**src/rtl/pampy_fetch_if.sv**
```systemverilog
// pampy_fetch_if: bundles the fetch unit's instruction-memory read port and
// its decoded-instruction handshake towards the execute stage.
//   master : the fetch unit (drives imem_en/imem_addr and the instr_* outputs)
//   slave  : memory + execute stage (drives imem_rdata, instr_ready, jump_*)
// Signals:
//   imem_en, imem_addr, imem_rdata            synchronous memory read port
//   instr_valid, instr_ready                  decoded-instruction handshake
//   instr_opcode, instr_arg, instr_pc         decoded instruction payload
//   jump_en, jump_rel, jump_target            jump request, taken on handshake
interface pampy_fetch_if #(
  parameter int DATA_WIDTH        = 8,
  parameter int ADDR_WIDTH        = 12,
  parameter int INSTRUCTION_WIDTH = 16,
  parameter int ARG_WIDTH         = 24
);
  logic                         imem_en;
  logic [ADDR_WIDTH-1:0]        imem_addr;
  logic [INSTRUCTION_WIDTH-1:0] imem_rdata;
  logic                         instr_valid;
  logic                         instr_ready;
  logic [DATA_WIDTH-1:0]        instr_opcode;
  logic [ARG_WIDTH-1:0]         instr_arg;
  logic [ADDR_WIDTH-1:0]        instr_pc;
  logic                         jump_en;
  logic                         jump_rel;
  logic [ADDR_WIDTH-1:0]        jump_target;

  modport master (
    output imem_en, imem_addr, instr_valid, instr_opcode, instr_arg, instr_pc,
    input  imem_rdata, instr_ready, jump_en, jump_rel, jump_target
  );

  modport slave (
    input  imem_en, imem_addr, instr_valid, instr_opcode, instr_arg, instr_pc,
    output imem_rdata, instr_ready, jump_en, jump_rel, jump_target
  );
endinterface

```
**src/rtl/pampy_fetch_unit.sv**
```systemverilog
// pampy_fetch_unit: instruction front-end of the pamPy stack processor.
// Fetches words from a synchronous instruction memory, folds EXTENDED_ARG
// prefixes into a wide argument and presents one decoded instruction at a
// time over a valid/ready handshake. Jumps are applied on the handshake.
// Ports:
//   general_clk    clock, rising edge
//   general_reset  asynchronous active-low reset
//   start          leave IDLE and begin fetching at RESET_PC
//   halt           stop fetching and return to IDLE (beats start)
//   ext_overflow   sticky: more prefixes than fit in ARG_WIDTH
//   busy           unit is not IDLE
//   bus            memory port + instruction handshake (master side)
module pampy_fetch_unit #(
  parameter int DATA_WIDTH        = 8,
  parameter int ADDR_WIDTH        = 12,
  parameter int INSTRUCTION_WIDTH = 16,
  parameter int ARG_WIDTH         = 24,
  parameter int EXT_ARG_OPCODE    = 144,
  parameter int RESET_PC          = 0
) (
  input  logic             general_clk,
  input  logic             general_reset,
  input  logic             start,
  input  logic             halt,
  output logic             ext_overflow,
  output logic             busy,
  pampy_fetch_if.master    bus
);

  localparam int ARG_WORDS = ARG_WIDTH / DATA_WIDTH;
  localparam int CNT_W     = $clog2(ARG_WORDS + 1);

  typedef enum logic [1:0] {
    IDLE    = 2'd0,
    REQ     = 2'd1,
    RESP    = 2'd2,
    PRESENT = 2'd3
  } state_t;

  state_t                  state_r, state_s;
  logic [ADDR_WIDTH-1:0]   pc_r, pc_s;
  logic [ARG_WIDTH-1:0]    acc_r, acc_s;
  logic [CNT_W-1:0]        cnt_r, cnt_s;
  logic                    ovf_r, ovf_s;
  logic                    en_r, en_s;
  logic [ADDR_WIDTH-1:0]   addr_r, addr_s;
  logic                    valid_r, valid_s;
  logic [DATA_WIDTH-1:0]   op_r, op_s;
  logic [ARG_WIDTH-1:0]    arg_r, arg_s;
  logic [ADDR_WIDTH-1:0]   ipc_r, ipc_s;
  logic                    busy_r, busy_s;

  logic [DATA_WIDTH-1:0]   rd_op_s;
  logic [DATA_WIDTH-1:0]   rd_arg_s;
  logic [ARG_WIDTH-1:0]    merged_s;
  logic                    is_ext_s;

  assign rd_op_s  = bus.imem_rdata[INSTRUCTION_WIDTH-1 -: DATA_WIDTH];
  assign rd_arg_s = bus.imem_rdata[DATA_WIDTH-1:0];
  assign merged_s = acc_r | ARG_WIDTH'(rd_arg_s);
  assign is_ext_s = (rd_op_s == DATA_WIDTH'(EXT_ARG_OPCODE));

  // Next-state and next-register computation for the fetch FSM.
  always_comb begin
    state_s = state_r;
    pc_s    = pc_r;
    acc_s   = acc_r;
    cnt_s   = cnt_r;
    ovf_s   = ovf_r;
    op_s    = op_r;
    arg_s   = arg_r;
    ipc_s   = ipc_r;

    case (state_r)
      IDLE: begin
        if (start && !halt) begin
          state_s = REQ;
          pc_s    = ADDR_WIDTH'(RESET_PC);
          acc_s   = '0;
          cnt_s   = '0;
          ovf_s   = 1'b0;
        end else begin
          state_s = IDLE;
        end
      end
      REQ: begin
        if (halt) begin
          state_s = IDLE;
          acc_s   = '0;
          cnt_s   = '0;
        end else begin
          state_s = RESP;
        end
      end
      RESP: begin
        if (halt) begin
          // The word being returned is dropped; pc still names it.
          state_s = IDLE;
          acc_s   = '0;
          cnt_s   = '0;
        end else if (is_ext_s) begin
          acc_s   = ARG_WIDTH'(merged_s << DATA_WIDTH);
          pc_s    = pc_r + ADDR_WIDTH'(1);
          state_s = REQ;
          // Saturate the count once full; further prefixes only lose high bits.
          if (cnt_r == CNT_W'(ARG_WORDS - 1)) begin
            ovf_s = 1'b1;
          end else begin
            cnt_s = cnt_r + CNT_W'(1);
          end
        end else begin
          op_s    = rd_op_s;
          arg_s   = merged_s;
          ipc_s   = pc_r;
          pc_s    = pc_r + ADDR_WIDTH'(1);
          acc_s   = '0;
          cnt_s   = '0;
          state_s = PRESENT;
        end
      end
      PRESENT: begin
        // A handshake is honoured even when halt arrives in the same cycle.
        if (bus.instr_ready) begin
          state_s = REQ;
          if (bus.jump_en) begin
            if (bus.jump_rel) begin
              pc_s = ipc_r + ADDR_WIDTH'(1) + bus.jump_target;
            end else begin
              pc_s = bus.jump_target;
            end
          end else begin
            pc_s = pc_r;
          end
        end else begin
          state_s = PRESENT;
        end
        if (halt) begin
          state_s = IDLE;
          acc_s   = '0;
          cnt_s   = '0;
        end else begin
          acc_s   = acc_s;
        end
      end
      default: begin
        state_s = IDLE;
      end
    endcase

    en_s    = (state_s == REQ);
    addr_s  = (state_s == REQ) ? pc_s : addr_r;
    valid_s = (state_s == PRESENT);
    busy_s  = (state_s != IDLE);
  end

  // State and output registers; outputs are the registered next values.
  always_ff @(posedge general_clk or negedge general_reset) begin
    if (!general_reset) begin
      state_r <= IDLE;
      pc_r    <= ADDR_WIDTH'(RESET_PC);
      acc_r   <= '0;
      cnt_r   <= '0;
      ovf_r   <= 1'b0;
      en_r    <= 1'b0;
      addr_r  <= '0;
      valid_r <= 1'b0;
      op_r    <= '0;
      arg_r   <= '0;
      ipc_r   <= '0;
      busy_r  <= 1'b0;
    end else begin
      state_r <= state_s;
      pc_r    <= pc_s;
      acc_r   <= acc_s;
      cnt_r   <= cnt_s;
      ovf_r   <= ovf_s;
      en_r    <= en_s;
      addr_r  <= addr_s;
      valid_r <= valid_s;
      op_r    <= op_s;
      arg_r   <= arg_s;
      ipc_r   <= ipc_s;
      busy_r  <= busy_s;
    end
  end

  assign bus.imem_en      = en_r;
  assign bus.imem_addr    = addr_r;
  assign bus.instr_valid  = valid_r;
  assign bus.instr_opcode = op_r;
  assign bus.instr_arg    = arg_r;
  assign bus.instr_pc     = ipc_r;
  assign ext_overflow     = ovf_r;
  assign busy             = busy_r;

endmodule
```
**src/flat_wrapper.sv**
```systemverilog
// flat-port wrapper written by rule: the top's interface ports become plain ports
module pampy_fetch_unit_flat 
#(
  parameter int DATA_WIDTH        = 8,
  parameter int ADDR_WIDTH        = 12,
  parameter int INSTRUCTION_WIDTH = 16,
  parameter int ARG_WIDTH         = 24,
  parameter int EXT_ARG_OPCODE    = 144,
  parameter int RESET_PC          = 0
)
  (general_clk, general_reset, start, halt, ext_overflow, busy, bus_imem_en, bus_imem_addr, bus_instr_valid, bus_instr_opcode, bus_instr_arg, bus_instr_pc, bus_imem_rdata, bus_instr_ready, bus_jump_en, bus_jump_rel, bus_jump_target);
  pampy_fetch_if #(.DATA_WIDTH(DATA_WIDTH), .ADDR_WIDTH(ADDR_WIDTH), .INSTRUCTION_WIDTH(INSTRUCTION_WIDTH), .ARG_WIDTH(ARG_WIDTH)) bus_i ();
  input  logic general_clk;
  input  logic general_reset;
  input  logic start;
  input  logic halt;
  output logic ext_overflow;
  output logic busy;
  output wire logic [$bits(bus_i.imem_en)-1:0] bus_imem_en;
  output wire logic [$bits(bus_i.imem_addr)-1:0] bus_imem_addr;
  output wire logic [$bits(bus_i.instr_valid)-1:0] bus_instr_valid;
  output wire logic [$bits(bus_i.instr_opcode)-1:0] bus_instr_opcode;
  output wire logic [$bits(bus_i.instr_arg)-1:0] bus_instr_arg;
  output wire logic [$bits(bus_i.instr_pc)-1:0] bus_instr_pc;
  input wire logic [$bits(bus_i.imem_rdata)-1:0] bus_imem_rdata;
  input wire logic [$bits(bus_i.instr_ready)-1:0] bus_instr_ready;
  input wire logic [$bits(bus_i.jump_en)-1:0] bus_jump_en;
  input wire logic [$bits(bus_i.jump_rel)-1:0] bus_jump_rel;
  input wire logic [$bits(bus_i.jump_target)-1:0] bus_jump_target;
  assign bus_imem_en = bus_i.imem_en;
  assign bus_imem_addr = bus_i.imem_addr;
  assign bus_instr_valid = bus_i.instr_valid;
  assign bus_instr_opcode = bus_i.instr_opcode;
  assign bus_instr_arg = bus_i.instr_arg;
  assign bus_instr_pc = bus_i.instr_pc;
  assign bus_i.imem_rdata = bus_imem_rdata;
  assign bus_i.instr_ready = bus_instr_ready;
  assign bus_i.jump_en = bus_jump_en;
  assign bus_i.jump_rel = bus_jump_rel;
  assign bus_i.jump_target = bus_jump_target;
  pampy_fetch_unit #(.DATA_WIDTH(DATA_WIDTH), .ADDR_WIDTH(ADDR_WIDTH), .INSTRUCTION_WIDTH(INSTRUCTION_WIDTH), .ARG_WIDTH(ARG_WIDTH), .EXT_ARG_OPCODE(EXT_ARG_OPCODE), .RESET_PC(RESET_PC)) u_core (.general_clk(general_clk), .general_reset(general_reset), .start(start), .halt(halt), .ext_overflow(ext_overflow), .busy(busy), .bus(bus_i));
endmodule
```
**config.mk**
```make
export PLATFORM = sky130hd
export DESIGN_NAME = pampy_fetch_unit_flat
export DESIGN_NICKNAME = d
export VERILOG_FILES = /design/src/rtl/pampy_fetch_if.sv /design/src/rtl/pampy_fetch_unit.sv /design/src/flat_wrapper.sv
export SDC_FILE = /design/constraint.sdc
export NUM_CORES = 1
export LEC_CHECK = 0
export CELL_PAD_IN_SITES_DETAIL_PLACEMENT = 0
export CELL_PAD_IN_SITES_GLOBAL_PLACEMENT = 1
export CORE_MARGIN = 4
export CORE_UTILIZATION = 30
export CTS_CLUSTER_DIAMETER = 200
export DETAILED_ROUTE_END_ITERATION = 8
export DONT_BUFFER_PORTS = 1
export GPL_TIMING_DRIVEN = 0
export PLACE_DENSITY = 0.54
export SYNTH_ARGS = -nofsm -noshare
export SYNTH_HDL_FRONTEND = slang
export SYNTH_SLANG_ARGS = --single-unit
```
**constraint.sdc**
```tcl
create_clock -name general_clk -period 2.5 [get_ports general_clk]
set_input_delay 0.5 -clock general_clk [delete_from_list [all_inputs] [get_ports general_clk]]
set_output_delay 0.5 -clock general_clk [all_outputs]
set_load 0.01 [all_outputs]
```
# ---- Word level (Yosys, flattened, before mapping)
# Index checks and enable logic that the tools add are counted.
dict set report totals {
  reg_bits 100
  in_bits 35
  out_inout_bits 60
}
dict set report op_classes {
  addsub 4
  n_eq_ne 13
  muxes 29
  bitwise_logic 3
  reduce_logical 10
}
# op count
set ops {}
lappend ops {{$mux W24} 4}
lappend ops {{$pmux W24 S3} 1}
lappend ops {{$mux W12} 5}
lappend ops {{$pmux W12 S3} 1}
lappend ops {{$add A12 B1 Y12 const B} 2}
lappend ops {{$or A24 B8 Y24} 1}
lappend ops {{$mux W2} 10}
lappend ops {{$add A12 B12 Y12} 1}
lappend ops {{$eq A2 B2 Y1 const B} 4}
lappend ops {{$eq A8 B8 Y1 const B} 1}
lappend ops {{$ne A2 B1 Y1 const B} 4}
lappend ops {{$pmux W2 S4} 1}
lappend ops {{$pmux W2 S3} 1}
lappend ops {{$reduce_and A3 Y1} 2}
lappend ops {{$mux W1} 5}
lappend ops {{$reduce_and A5 Y1} 1}
lappend ops {{$eq A2 B1 Y1 const B} 2}
lappend ops {{$ne A4 B4 Y1 const B} 1}
lappend ops {{$reduce_bool A2 Y1} 2}
lappend ops {{$add A2 B1 Y2 const B} 1}
lappend ops {{$logic_not A2 Y1} 1}
lappend ops {{$ne A2 B2 Y1 const B} 1}
lappend ops {{$not A1 Y1} 2}
lappend ops {{$pmux W1 S2} 1}
lappend ops {{other kinds (4)} 4}

# ---- Logic depth before layout (Yosys ltp)
dict set report depth {
  depth_word 6
  depth_mapped 10
  mapped_depth_nobuf 10
}

# ---- Least setup slack after synthesis
# Ideal clock, no wire load.
dict set report synth_path {
  kind {input port to flip-flop}
  startpoint {input bus_jump_target[0]}
  endpoint {register u_core.addr_r[6], in the netlist u_core.bus.imem_addr[6]}
  setup_ns 0.127
  arrival_time_ns 2.178
  t_required_ns 2.373
  path_slack_ns 0.195
  path_stages 10
  cell_sequence {inv_1 > ha_1 > fa_1 > nand2b_1 > a21oi_1 > nor2_1 > xnor2_1 > o21ai_0 > o211ai_1 > mux2_1}
}
dict set report synth_via {
  elab_chain_len 5
}
# element line
set synth_lines {}
lappend synth_lines {{from (decl)} flat_wrapper.sv:29} ;# input wire logic [$bits(bus_i.jump_target)-1:0] bus_jump_target;
lappend synth_lines {{$add A12 B12 Y12} pampy_fetch_unit.sv:127} ;# pc_s = ipc_r + ADDR_WIDTH'(1) + bus.jump_target;
lappend synth_lines {{$mux W12} pampy_fetch_unit.sv:126} ;# if (bus.jump_rel) begin
lappend synth_lines {{$mux W12} pampy_fetch_unit.sv:125} ;# if (bus.jump_en) begin
lappend synth_lines {{$mux W12} pampy_fetch_unit.sv:123} ;# if (bus.instr_ready) begin
lappend synth_lines {{$pmux W12 S3} pampy_fetch_unit.sv:74} ;# case (state_r)
lappend synth_lines {{net u_core.pc_s[6]} pampy_fetch_unit.sv:41} ;# logic [ADDR_WIDTH-1:0] pc_r, pc_s;
lappend synth_lines {{to (signal assigned)} pampy_fetch_unit.sv:178} ;# addr_r <= addr_s;
lappend synth_lines {{to (decl)} pampy_fetch_unit.sv:46} ;# logic [ADDR_WIDTH-1:0] addr_r, addr_s;
# The timed path passes the listed nets, and every way through them passes these cells.
# A chain may end at the register's enable or synchronous reset.

# ---- Worst setup path in the final report
dict set report layout_path {
  startpoint {register u_core.ipc_r[2], in the netlist u_core.bus.instr_pc[2]}
  endpoint {register u_core.addr_r[7], in the netlist u_core.bus.imem_addr[7]}
}
dict set report layout_via {
  elab_chain_len 6
}
# element line
set layout_lines {}
lappend layout_lines {{from (decl)} pampy_fetch_unit.sv:50} ;# logic [ADDR_WIDTH-1:0] ipc_r, ipc_s;
lappend layout_lines {{from (signal assigned)} pampy_fetch_unit.sv:182} ;# ipc_r <= ipc_s;
lappend layout_lines {{$add A12 B1 Y12} pampy_fetch_unit.sv:127}
lappend layout_lines {{$add A12 B12 Y12} pampy_fetch_unit.sv:127}
lappend layout_lines {{$mux W12} pampy_fetch_unit.sv:126}
lappend layout_lines {{$mux W12} pampy_fetch_unit.sv:125}
lappend layout_lines {{$mux W12} pampy_fetch_unit.sv:123}
lappend layout_lines {{$pmux W12 S3} pampy_fetch_unit.sv:74}
lappend layout_lines {{net u_core.pc_s[7]} pampy_fetch_unit.sv:41}
# The timed path passes the listed nets, and every way through them passes these cells.

==> impl_metrics.ini <==
[finish]
multi_input_area_um2 = 2160
ff_latch_area_um2 = 2300
fillers = 1580
fin_area_um2 = 5250
fin_util_pct = 34.5
drive_above_1_share_pct = 11.5
diodes = 0
nets = 549
area_delta_synth_final_pct = 12.8

[outcome]
violations = hold timing
status = finished, violations left

[cts]
ctsHtreeMaxLevel = 3
clock_path_buffers = 2
numCtsBuffers = 9
post-cts-setup-buffer-count = 0
cts_root_buf = clkbuf_16
cts_sinks = 92
clkTransAtPathRegs_ns = 0.07
cts_tree = yes
clock_latency_ns = 0.35

[placement]
placed_cell_area_um2 = 4890
dp_hpwl_mm = 9.59
place_congestion = 0.754
io_buffers = 0

[synth]
synthArstFlopShare_pct = 100
synth_edf_count = 0
ys_ff_latch = 92
syn-num-nets = 538
synth_commonest_cells = 146 x nand2_1, 92 x dfrtp_1, 26 x a21oi_1, 20 x nor2_1, 19 x a22o_1
yosysWarnings = 0
synth_area_leader_cell = dfrtp_1
syn_area_um2 = 4650
synthesis.instances = 489
seq_area_frac_synth_pct = 49.5
yosysTopAreaCellShare_pct = 49.5
synthTopCellsByArea = dfrtp_1 50%, nand2_1 12%, a22o_1 3.6%
synth.avg_cell_area_um2 = 9.51
synth.distinct_cells = 69
synth_flop_cell = dfrtp_1
yosysMostFrequentCell = nand2_1

[critical_path]
timing.rr.end = u_core.bus.imem_addr[7]
r2r_cells = 8
critPathMaxFanout = 4
endpoint_kind = flop
worstPathArrival_ns = 2.61
reg2reg_from = u_core.bus.instr_pc[2]
r2r_setup_slack_ns = 0.12
startpoint_type = flop
cp.required_ns = 2.73
worstSetupPathType = reg2reg

[timing]
hold_viol = 92
min_period_ns = 2.38
holdWs_ns = -0.155
fin_setup_tns_ns = 0
skew_ns = 0.00612
clock.fmax_ghz = 0.421
finalCritPeriodShare_pct = 95.0
maxSlewHeadroom_pct = 51.6
worst_pin_slew_ns = 0.725
setup_violations = 0
grt_setup_unrepaired = true
slew_violations = 0

[power_and_ir_drop]
ir_drop_mv = 0.457
p_leak_nw = 2.53
power_density_nw_per_um2 = 793

[floorplanning]
initial_core_util_pct = 30.6
die_h_um = 133
io_pins = 95
coreArea_um2 = 15200
dieArea_um2 = 17600
placementRows = 45
die-width_um = 133

[grt]
grt_usage_pct = 14.9
grt_pass1_vias = 3587
gr-total-overflow = 0
antenna_found_initial = 0
grt_max_degree = 93
grt_pass1_wl_mm = 20.5

[drt]
routed_wl_mm = 12.8
dr.pass1.iters = 4
route.detailed.drc = 0
vias_per_cell = 5.08
num_vias = 3523
wl_per_cell_um = 18.5
drtAntennaViolNets = 0
initialDrtViolationCount = 173

[min_path]
hold_class = in2async

[flow_run]
cap_violations = 0
kinds of logic after synthesis:
family,count (synthesis),share of synthesized area (%)
fa+ha+maj,14,3.93
xor+xnor,8,1.51
mux,11,2.80
compound gates,108,15.7
simple gates,220,21.9
flops,92,49.5
buf+inv,36,4.68
registers in the layout, summed over array words and instances (netlist names), 2 cells and up:
signal and flops:
u_core.acc_r 16, u_core.bus.imem_addr 12, u_core.cnt_r 2, u_core.pc_r 12, u_core.bus.instr_pc 12, u_core.bus.instr_arg 24, u_core.bus.instr_opcode 8, u_core.state_r 2
critical path, cell delays in order (launching register included):
cell and delay, ns:
dfrtp_1 0.45, ha_1 0.39, o211ai_1 0.23, a21oi_2 0.08, nand2b_1 0.17, a311o_1 0.35, nand2_1 0.11, o21ai_0 0.14
mux2_1 0.33
per-stage QoR:
step	hold WS, ns	instances	total power, W	setup slack (ns)
final	-0.155	693	0.00416	0.124
after global routing	-0.173	693	0.00440	-0.00298
after CTS	-0.176	693	0.00421	0.0442
after detailed placement	0.209	677	0.00266	-0.152
after global placement	0.210	677	0.00265	-0.163
after floorplan	0.204	489	0.00246	0.195
cell type report:
cell class | instances | share of cell area, %
plain buffers | 26 | 3.43
clock inverters | 7 | 2.00
inverters | 10 | 0.715
clock buffers | 9 | 4.29
well taps | 188 | 4.48
multi-input cells | 361 | 41.2
flip-flops and latches | 92 | 43.9
where the power goes:
part | internal (W) | switching [W]
logic | 0.000300 | 0.000391
clock network | 0.000892 | 0.000627
registers | 0.00169 | 0.000262
routing by layer:
layer | routed length, um | global-route usage, % | up-vias
met5 | 0 | 0 | -
met4 | 198 | 4.50 | 0
met3 | 802 | 4.33 | 12
met2 | 5820 | 23.0 | 86
met1 | 6020 | 20.3 | 1703
li1 | - | - | 1722
repair_timing:
action                                  in CTS  in global routing
endpoints found under the setup margin       4                 17
hold endpoints to repair                    92                 92
pin swaps                                    1                  3
resized for setup                            3                  6
worst max path at each step:
stage / cells after the start / startpoint / slack (ns) / to
floorplan: 10 / bus_jump_target[0] / 0.19 / u_core.bus.imem_addr[6]
global placement: 10 / bus_jump_target[0] / -0.16 / u_core.bus.imem_addr[10]
detailed placement: 10 / bus_jump_target[0] / -0.15 / u_core.bus.imem_addr[10]
CTS: 10 / u_core.bus.instr_pc[0] / 0.04 / u_core.bus.imem_addr[10]
global route: 8 / u_core.bus.instr_pc[2] / -0.003 / u_core.bus.imem_addr[11]
finish: 8 / u_core.bus.instr_pc[2] / 0.12 / u_core.bus.imem_addr[7]
cells in the final DEF (no fill, tap or decap), drive strengths merged, types with 6 or more instances in the layout:
master  count
nand2     146
dfrtp      92
a21oi      27
o21ai      27
nor2       21
a22o       19
buf        19
clkbuf     16
ha         13
inv        13
nand2b     11
mux2       10
o211ai      8
nor3        6
Note: power is estimated with default switching activity, not from simulation.
